### src/rtl/bcau_pkg.sv
// Shared types and elaboration helpers for the BCAU control slice.
package bcau_pkg;

  typedef enum logic [2:0] {
    IDLE  = 3'd0,
    ACCUM = 3'd1,
    DRAIN = 3'd2,
    AVG   = 3'd3,
    CALC  = 3'd4,
    DONE  = 3'd5
  } bcau_state_t;

  function automatic int beats(input int win_pixels, input int lanes);
    return win_pixels / lanes;
  endfunction

  // Register width able to hold 0..n-1, never narrower than one bit.
  function automatic int cnt_w(input int n);
    return (n <= 2) ? 1 : $clog2(n);
  endfunction

endpackage

### src/rtl/bcau_beat_counter.sv
// Beat / row / block position counters for one pass over the window.
module bcau_beat_counter
  import bcau_pkg::*;
#(
  parameter int BEATS    = 80,
  parameter int BLK_ROWS = 4,
  parameter int NUM_BLK  = 5,
  parameter int BW       = cnt_w(NUM_BLK)
) (
  input  logic          clk,
  input  logic          rst_n,
  input  logic          i_clr,
  input  logic          i_inc,
  output logic          o_last,
  output logic [BW-1:0] o_block
);

  localparam int BEAT_W = cnt_w(BEATS);
  localparam int ROW_W  = cnt_w(BLK_ROWS);
  localparam logic [BEAT_W-1:0] LAST_BEAT = BEAT_W'(BEATS - 1);
  localparam logic [ROW_W-1:0]  LAST_ROW  = ROW_W'(BLK_ROWS - 1);
  localparam logic [BW-1:0]     LAST_BLK  = BW'(NUM_BLK - 1);

  logic [BEAT_W-1:0] r_beat;
  logic [ROW_W-1:0]  r_row;
  logic [BW-1:0]     r_block;
  logic              w_row_last;

  assign w_row_last = (r_row == LAST_ROW);

  // NOTE: state registers use non-blocking assignments so every flop samples pre-edge values.
  always_ff @(posedge clk or negedge rst_n) begin
    if (!rst_n) begin
      r_beat  <= '0;
      r_row   <= '0;
      r_block <= '0;
    end else if (i_clr) begin
      r_beat  <= '0;
      r_row   <= '0;
      r_block <= '0;
    end else if (i_inc) begin
      r_beat <= o_last ? '0 : r_beat + BEAT_W'(1);
      if (w_row_last) begin
        r_row   <= '0;
        r_block <= (r_block == LAST_BLK) ? '0 : r_block + BW'(1);
      end else begin
        r_row <= r_row + ROW_W'(1);
      end
    end
  end

  assign o_last  = (r_beat == LAST_BEAT);
  assign o_block = r_block;

endmodule

### src/rtl/bcau_ctrl_param.sv
// BCAU control unit: sequences load, accumulate, drain, average and output passes
// over one pixel window, with bypass, hold, flush and back-to-back acceptance.
module bcau_ctrl_param
  import bcau_pkg::*;
#(
  parameter int WIN_PIXELS = 400,
  parameter int LANES      = 5,
  parameter int BLK_ROWS   = 4,
  parameter int NUM_BLK    = 5,
  parameter int ACC_LAT    = 2,
  localparam int BW        = cnt_w(NUM_BLK)
) (
  input  logic          clk,
  input  logic          rst_n,
  input  logic          in_valid,
  input  logic          in_bypass,
  input  logic          out_ready,
  input  logic          hold,
  input  logic          flush,
  output logic          in_ready,
  output logic          out_valid,
  output logic          wr_in_all,
  output logic          cir_fifo,
  output logic          wr_accum,
  output logic          set_avg,
  output logic          shft_out,
  output logic          clr_accum,
  output logic [BW-1:0] block_sel,
  output logic          busy
);

  localparam int BEATS = beats(WIN_PIXELS, LANES);
  localparam int DRN_W = cnt_w(ACC_LAT);
  localparam logic [DRN_W-1:0] LAST_DRN = DRN_W'((ACC_LAT > 0) ? ACC_LAT - 1 : 0);

  if (WIN_PIXELS % LANES != 0) begin : g_bad_geometry
    $error("bcau_ctrl_param: WIN_PIXELS must be a multiple of LANES");
  end
  if (NUM_BLK < 1) begin : g_bad_num_blk
    $error("bcau_ctrl_param: NUM_BLK must be at least 1");
  end
  if (BLK_ROWS < 1) begin : g_bad_blk_rows
    $error("bcau_ctrl_param: BLK_ROWS must be at least 1");
  end

  bcau_state_t      r_state;
  bcau_state_t      w_next;
  logic             r_bypass;
  logic [DRN_W-1:0] r_drain;
  logic             w_accept;
  logic             w_cnt_clr;
  logic             w_cnt_inc;
  logic             w_last;

  bcau_beat_counter #(
    .BEATS    (BEATS),
    .BLK_ROWS (BLK_ROWS),
    .NUM_BLK  (NUM_BLK),
    .BW       (BW)
  ) u_beat_counter (
    .clk     (clk),
    .rst_n   (rst_n),
    .i_clr   (w_cnt_clr),
    .i_inc   (w_cnt_inc),
    .o_last  (w_last),
    .o_block (block_sel)
  );

  // NOTE: every signal driven here gets a default first, so no path can infer a latch.
  always_comb begin
    w_next    = r_state;
    w_accept  = 1'b0;
    w_cnt_clr = 1'b0;
    w_cnt_inc = 1'b0;
    in_ready  = 1'b0;
    out_valid = 1'b0;
    wr_in_all = 1'b0;
    cir_fifo  = 1'b0;
    wr_accum  = 1'b0;
    set_avg   = 1'b0;
    shft_out  = 1'b0;
    clr_accum = 1'b0;

    if (flush) begin
      clr_accum = 1'b1;
      w_cnt_clr = 1'b1;
      w_next    = IDLE;
    end else begin
      case (r_state)
        IDLE: begin
          in_ready = 1'b1;
          w_accept = in_valid;
        end
        ACCUM: if (!hold) begin
          // A bypassed window never reaches here; the guard keeps accumulator strobes off regardless.
          wr_accum  = !r_bypass;
          cir_fifo  = 1'b1;
          w_cnt_inc = 1'b1;
          if (w_last) w_next = (ACC_LAT == 0) ? AVG : DRAIN;
        end
        DRAIN: if (r_drain == LAST_DRN) w_next = AVG;
        AVG: begin
          set_avg   = !r_bypass;
          w_cnt_clr = 1'b1;
          w_next    = CALC;
        end
        CALC: if (!hold) begin
          shft_out  = 1'b1;
          cir_fifo  = 1'b1;
          w_cnt_inc = 1'b1;
          if (w_last) w_next = DONE;
        end
        DONE: begin
          out_valid = 1'b1;
          in_ready  = out_ready;
          if (out_ready) begin
            clr_accum = 1'b1;
            w_next    = IDLE;
            w_accept  = in_valid;
          end
        end
        default: w_next = IDLE;
      endcase

      if (w_accept) begin
        wr_in_all = 1'b1;
        w_cnt_clr = 1'b1;
        w_next    = in_bypass ? CALC : ACCUM;
      end
    end
  end

  always_ff @(posedge clk or negedge rst_n) begin
    if (!rst_n) begin
      r_state  <= IDLE;
      r_bypass <= 1'b0;
      r_drain  <= '0;
    end else begin
      r_state <= w_next;
      if (w_accept) r_bypass <= in_bypass;
      r_drain <= (r_state == DRAIN) ? r_drain + DRN_W'(1) : '0;
    end
  end

  assign busy = (r_state != IDLE);

endmodule
### config.mk
export PLATFORM = sky130hd
export DESIGN_NAME = bcau_ctrl_param
export DESIGN_NICKNAME = d
export VERILOG_FILES = /design/src/rtl/bcau_pkg.sv /design/src/rtl/bcau_beat_counter.sv /design/src/rtl/bcau_ctrl_param.sv
export SDC_FILE = /design/constraint.sdc
export NUM_CORES = 1
export LEC_CHECK = 0
export BUFFER_PORTS_ARGS = -buffer_cell sky130_fd_sc_hd__buf_2
export CAP_MARGIN = 20
export CORE_MARGIN = 10
export CORE_UTILIZATION = 25
export DETAILED_ROUTE_END_ITERATION = 7
export GPL_ROUTABILITY_DRIVEN = 0
export SLEW_MARGIN = 20
export SYNTH_ARGS = -nofsm -noshare
export SYNTH_HDL_FRONTEND = slang
export SYNTH_SLANG_ARGS = --single-unit
### constraint.sdc
create_clock -name clk -period 2.6 [get_ports clk]
set_input_delay 0.13 -clock clk [delete_from_list [all_inputs] [get_ports clk]]
set_output_delay 0.13 -clock clk [all_outputs]
set_load 0.02 [all_outputs]
-- Yosys cells after proc, flatten, opt, wreduce, memory -nomap -nowiden
Index checks and enable logic that the tools add are counted.
- bits of input ports: 7
- flip-flop bits (word level): 17
- output and inout port bits: 12
- word-level logic and storage cells: 80
- reductions and logical operators: 8
- add/subtract/negate cells: 4
- eq/ne operators: 15
- multiplexer cells: 47
- operators with widths (cell ; number):
    two-way mux 3 bit ; 13
    two-way mux 1 bit ; 25
    two-way mux 7 bit ; 3
    case mux 3 bit (6 select lines) ; 1
    inequality test 4 x 3 -> 1 bit (second input constant) ; 3
    inequality test 4 bit (second input constant) ; 3
    == test 3 bit (second input constant) ; 3
    adder 7 x 1 -> 7 bit (second input constant) ; 1
    == test 7 bit (second input constant) ; 1
    AND reduction 7 bit ; 1
    == test 3 x 2 -> 1 bit (second input constant) ; 2
    two-way mux 2 bit ; 3
    case mux 1 bit (2 select lines) ; 2
    nonzero test 2 bit ; 2
    adder 3 x 1 -> 3 bit (second input constant) ; 1
    == test 3 x 1 -> 1 bit (second input constant) ; 1
    logical NOT 3 bit ; 1
    inequality test 3 bit (second input constant) ; 1
    nonzero test 3 bit ; 1
    adder 2 x 1 -> 2 bit (second input constant) ; 1
    == test 2 bit (second input constant) ; 1
    AND reduction 2 bit ; 1
    OR reduction 2 bit ; 1
    adder 1 bit (second input constant) ; 1
    logical NOT 1 bit ; 1

-- Depth between registers and ports, before layout
- depth after elaboration: 7
- gate-level depth with buffers: 6
- mapped depth without buffers: 5

-- Cells and area by module
Synthesis repeated with hierarchy kept, for this count alone.
- cell total of the unflattened synthesis: 129
- area, all modules: 1182.4 um^2
- by module, submodules not included (module ; area an instance (um^2) ; instances ; cells an instance ; seq. area each (um^2)):
    bcau_beat_counter ; 650.6 ; 1 ; 67 ; 300.3
    bcau_ctrl_param ; 531.8 ; 1 ; 62 ; 125.1

-- Worst setup path after synthesis
Ideal clock, no wire load.
- path kind: reg-to-output
- start: register r_state[1]
- end: output wr_accum
- path buffers: 1
- cell stages (with the launch flop): 5
- arrival time: 1.501 ns
- data required time: 2.470 ns
- setup slack: 0.969 ns
- cells stage by stage: dfrtp_1 buf_4 nand2b_1 nor2_1 nor4b_1
- longest elaborated chain between the ends: 3
- ends and longest elaborated chain (what ; line ; source):
    start: declaration ; bcau_ctrl_param.sv:46 ; bcau_state_t r_state;
    start signal: assignment ; bcau_ctrl_param.sv:139 ; r_state <= w_next;
    == test 3 x 1 -> 1 bit ; bcau_ctrl_param.sv:89 ; case (r_state)
    two-way mux 1 bit ; bcau_ctrl_param.sv:89 ;
    two-way mux 1 bit ; bcau_ctrl_param.sv:84 ; if (flush) begin
    end: declaration ; bcau_ctrl_param.sv:24 ; output logic wr_accum,
No other way between the ends.

-- Worst setup path in the final report
- start: register r_state[2]
- end: register u_beat_counter.r_beat[3]
- longest elaborated chain between the ends: 6
- elaborated cells on any way between the ends: 15
- classes of those cells: 4 x eq/ne; 8 x mux; 3 x reduce/logical
- ends and longest elaborated chain (what ; line ; source):
    == test 3 bit / logical NOT 3 bit (equally long branches) ; bcau_ctrl_param.sv:89 ;
    case mux 1 bit (2 select lines) ; bcau_ctrl_param.sv:89 ;
    two-way mux 1 bit ; bcau_ctrl_param.sv:84 ;
    two-way mux 1 bit ; bcau_ctrl_param.sv:125 ; if (w_accept) begin
    two-way mux 1 bit ; bcau_ctrl_param.sv:84 ;
    two-way mux 7 bit / nonzero test 2 bit (equally long branches) ; -- ;
    end signal: assignment ; bcau_beat_counter.sv:42 ; r_beat <= o_last ? '0 : r_beat + BEAT_W'(1);
    end: declaration ; bcau_beat_counter.sv:24 ; logic [BEAT_W-1:0] r_beat;
Parallel ways exist; a longest one is shown, timed or not. The select of a mux whose other input is x is not followed.
A chain may end at the register's enable or synchronous reset.

==> results by group <==
Worst hold path
  • Hold endpoint: r_bypass$_DFFE_PN0P_
  • Worst Hold Class: in2reg
  • Hold_sp: in_bypass
  • Worst Hold Depth: 3

Yosys
  • Syn Nets: 134
  • Post-synth top area share: 0.3949
  • Yosys reg bits: 17
  • EDFF count, synth: 0
  • Synth Area per Inst: 8.758 µm²
  • Ys async rst share: 1.000
  • Synth unique cells: 36
  • Synthesized cell area: 1077 µm²
  • Register area share after synthesis: 0.3949
  • Syn Inst Count: 123
  • Primary FF master, synth: dfrtp_1
  • Synth area leaders: dfrtp_1 (39%), nand2_1 (5.9%), ha_1 (4.6%), a21oi_1 (4.2%), nand3_1 (3.7%)
  • Cell taking the most area after synthesis: dfrtp_1
  • Synth warnings: 0

Cells and area
  • ANT cells: 0
  • Nets: 153
  • Final cell count without fillers: 191
  • Multi-input logic area: 593.1 µm²
  • FF/Latch Area: 425.4 µm²
  • Final instance area: 1254 µm²
  • Fillers: 441
  • Area Overhead vs Synth: 16.38%
  • Share of cells above drive strength 1: 0.1915

GRT
  • Largest net degree at the start of global routing: 18
  • Remaining global-route overflow: 0
  • Vias in the first global route: 903
  • First-pass GRT wire length: 4.236 mm
  • Tot GR Track Use: 0.06750
  • Antenna violations before repair: 0

Power and ir drop
  • Pleak: 0.5635 nW
  • Worst VDD drop: 0.2303 mV
  • PwrDens: 511.8 nW/µm²
  • Pwr Total: 0.0006417 W

Critical path
  • Worst endpoint required time: 2760 ps
  • RR Startpoint: r_state[2]$_DFFE_PN0P_
  • Reg2reg end: u_beat_counter.r_beat[3]$_DFFE_PN0P_
  • Reg2reg path depth: 4
  • Critical path class: reg2reg
  • Critical path capture point type: flop
  • Crit path launch type: flop
  • Worst R2R Setup Slack: 680 ps
  • CP Launch Point: r_state[2]$_DFFE_PN0P_
  • Crit-path max FO: 14
  • Critical path arrival: 2080 ps

Clocking
  • Clock buffer depth: 2
  • Cts bufs inserted: 3
  • Htree depth: 1
  • CTS tree: built
  • Post-CTS Setup Bufs: 0
  • Clock root cell: clkbuf_8
  • # hold bufs at CTS: 1
  • Clock sinks: 17
  • Post_cts resized: 0
  • Clk pin slew, worst setup/hold paths: 70 ps
  • Clk Latency, worst-skew pair: 250 ps

Timing
  • Slew Limit Fails: 0
  • Setup_tns: 0 ps
  • Fin. Hold Viols: 0
  • Post-route clock period utilization: 0.7380
  • Fmax: 0.5212 GHz
  • Unrepaired setup endpoints after global routing: no
  • Final setup margin: 681.3 ps
  • Setup-failing EPs final: 0
  • Tmin final: 1919 ps
  • Worst Clk Skew: 0.6774 ps
  • Worst slew pin tran: 988.0 ps
  • Slew HR: 0.3384

Routing
  • Routed vias: 940
  • DRT Pass-1 Iters: 4
  • Post-route ant nets: 0
  • Final WL: 2.406 mm
  • DRC Markers: 0
  • Vias per cell: 4.921
  • Drt wl/cell: 12.60 µm
  • Initial drt markers: 52

Floorplan
  • Die area: 7335 µm²
  • Starting Density: 0.2636
  • # rows: 23
  • Die Wd: 85.65 µm
  • I/O pins: 19
  • Core ar.: 4086 µm²
  • Die span in y: 85.65 µm

Place
  • Dpl ws: 663.3 ps
  • Number of I/O port buffers: 18
  • Placed instance area: 1197 µm²
  • Dpl cells: 186
  • Detail Placement HPWL: 1.816 mm

Job
  • Max cap viols: 0

Outcome
  • Run status: complete, no violations
[critical path, cell delays in order (launching register included)]
cell,delay (ps)
dfrtp_1,640
nor2_1,180
o211ai_1,260
o211ai_1,430
a211oi_1,310
[layout by cell type (no fill, tap or decap), drive strengths merged, types with 2 or more instances in the layout]
cell type / n
nor4: 4
ha: 4
dfrtp: 17
o21ai: 2
xor2: 2
nor2b: 4
nand3: 8
a31oi: 2
nor2: 9
inv: 7
or3: 5
nand2: 17
clkbuf: 3
xnor2: 3
and3: 3
o211ai: 3
buf: 18
nor3: 3
nand2b: 2
a21oi: 9
[area by class of cell]
class / count / share of cell area
Tap cell: 50 / 0.04990
Inverter: 7 / 0.02096
Multi-Input combinational cell: 94 / 0.4731
Timing Repair Buffer: 19 / 0.07984
Clock inverter: 1 / 0.003992
Sequential cell: 17 / 0.3393
Clock buffer: 3 / 0.03293
[layer usage]
metal / part of all wire / global-route usage / up-vias / wire length, µm
li1: - / - / 483 / -
met1: 0.53 / 0.08870 / 428 / 1277
met2: 0.36 / 0.09060 / 24 / 861
met3: 0.10 / 0.04163 / 5 / 247
met4: 0.0083 / 0.01347 / 0 / 20
met5: 0 / 0 / - / 0
[kinds of logic (layout without fill, tap and decap cells)]
group           Yosys count  count (layout)  synth area share
flops                    17              17            0.3949
buf+inv                  12              30           0.05459
simple gates             57              57            0.2671
fa+ha+maj                 4               4           0.04646
compound gates           27              27            0.1789
mux                       1               1           0.01045
xor+xnor                  5               5           0.04763
[synthesized netlist by cell type (all sizes together), types with 2 or more instances]
library cell / count
inv: 7
nor4: 4
buf: 5
nor3: 3
dfrtp: 17
and3: 3
nand2b: 2
xnor2: 3
a31oi: 2
nand2: 17
nand3: 8
ha: 4
xor2: 2
nor2b: 4
or3: 5
o21ai: 2
o211ai: 3
nor2: 9
a21oi: 9
[flip-flops by register name, indices dropped and copies added, names as in the netlist]
| signal | count |
|---|---|
| r_state | 3 |
| u_beat_counter.r_row | 2 |
| u_beat_counter.o_block | 3 |
| r_bypass | 1 |
| r_drain | 1 |
| u_beat_counter.r_beat | 7 |
[report_power, final]
| group | switching [W] | total (W) | internal [W] |
|---|---|---|---|
| clock network | 0.0000956 | 0.000202 | 0.000107 |
| logic | 0.0000866 | 0.000140 | 0.0000535 |
| registers | 0.0000243 | 0.000299 | 0.000275 |
[metrics by stage]
step | hold slack (ps) | util
global route | 179.7 | 0.3068
global placement | 79.17 | 0.2930
CTS | 162.4 | 0.3068
detailed placement | 78.49 | 0.2930
finish | 156.1 | 0.3068
floorplan | -165.6 | -
[how the worst max path moves through the flow]
stage                                      endpoint  slack (ps)  depth (start not counted)
2_1_floorplan                              wr_accum         970                          4
3_3_place_gp   u_beat_counter.r_beat[3]$_DFFE_PN0P_         720                          4
3_5_place_dp   u_beat_counter.r_beat[3]$_DFFE_PN0P_         660                          4
4_1_cts        u_beat_counter.r_beat[3]$_DFFE_PN0P_         680                          4
5_1_grt        u_beat_counter.r_beat[3]$_DFFE_PN0P_         460                          4
6_report       u_beat_counter.r_beat[3]$_DFFE_PN0P_         680                          4
Power figures use the tool's default switching activity.
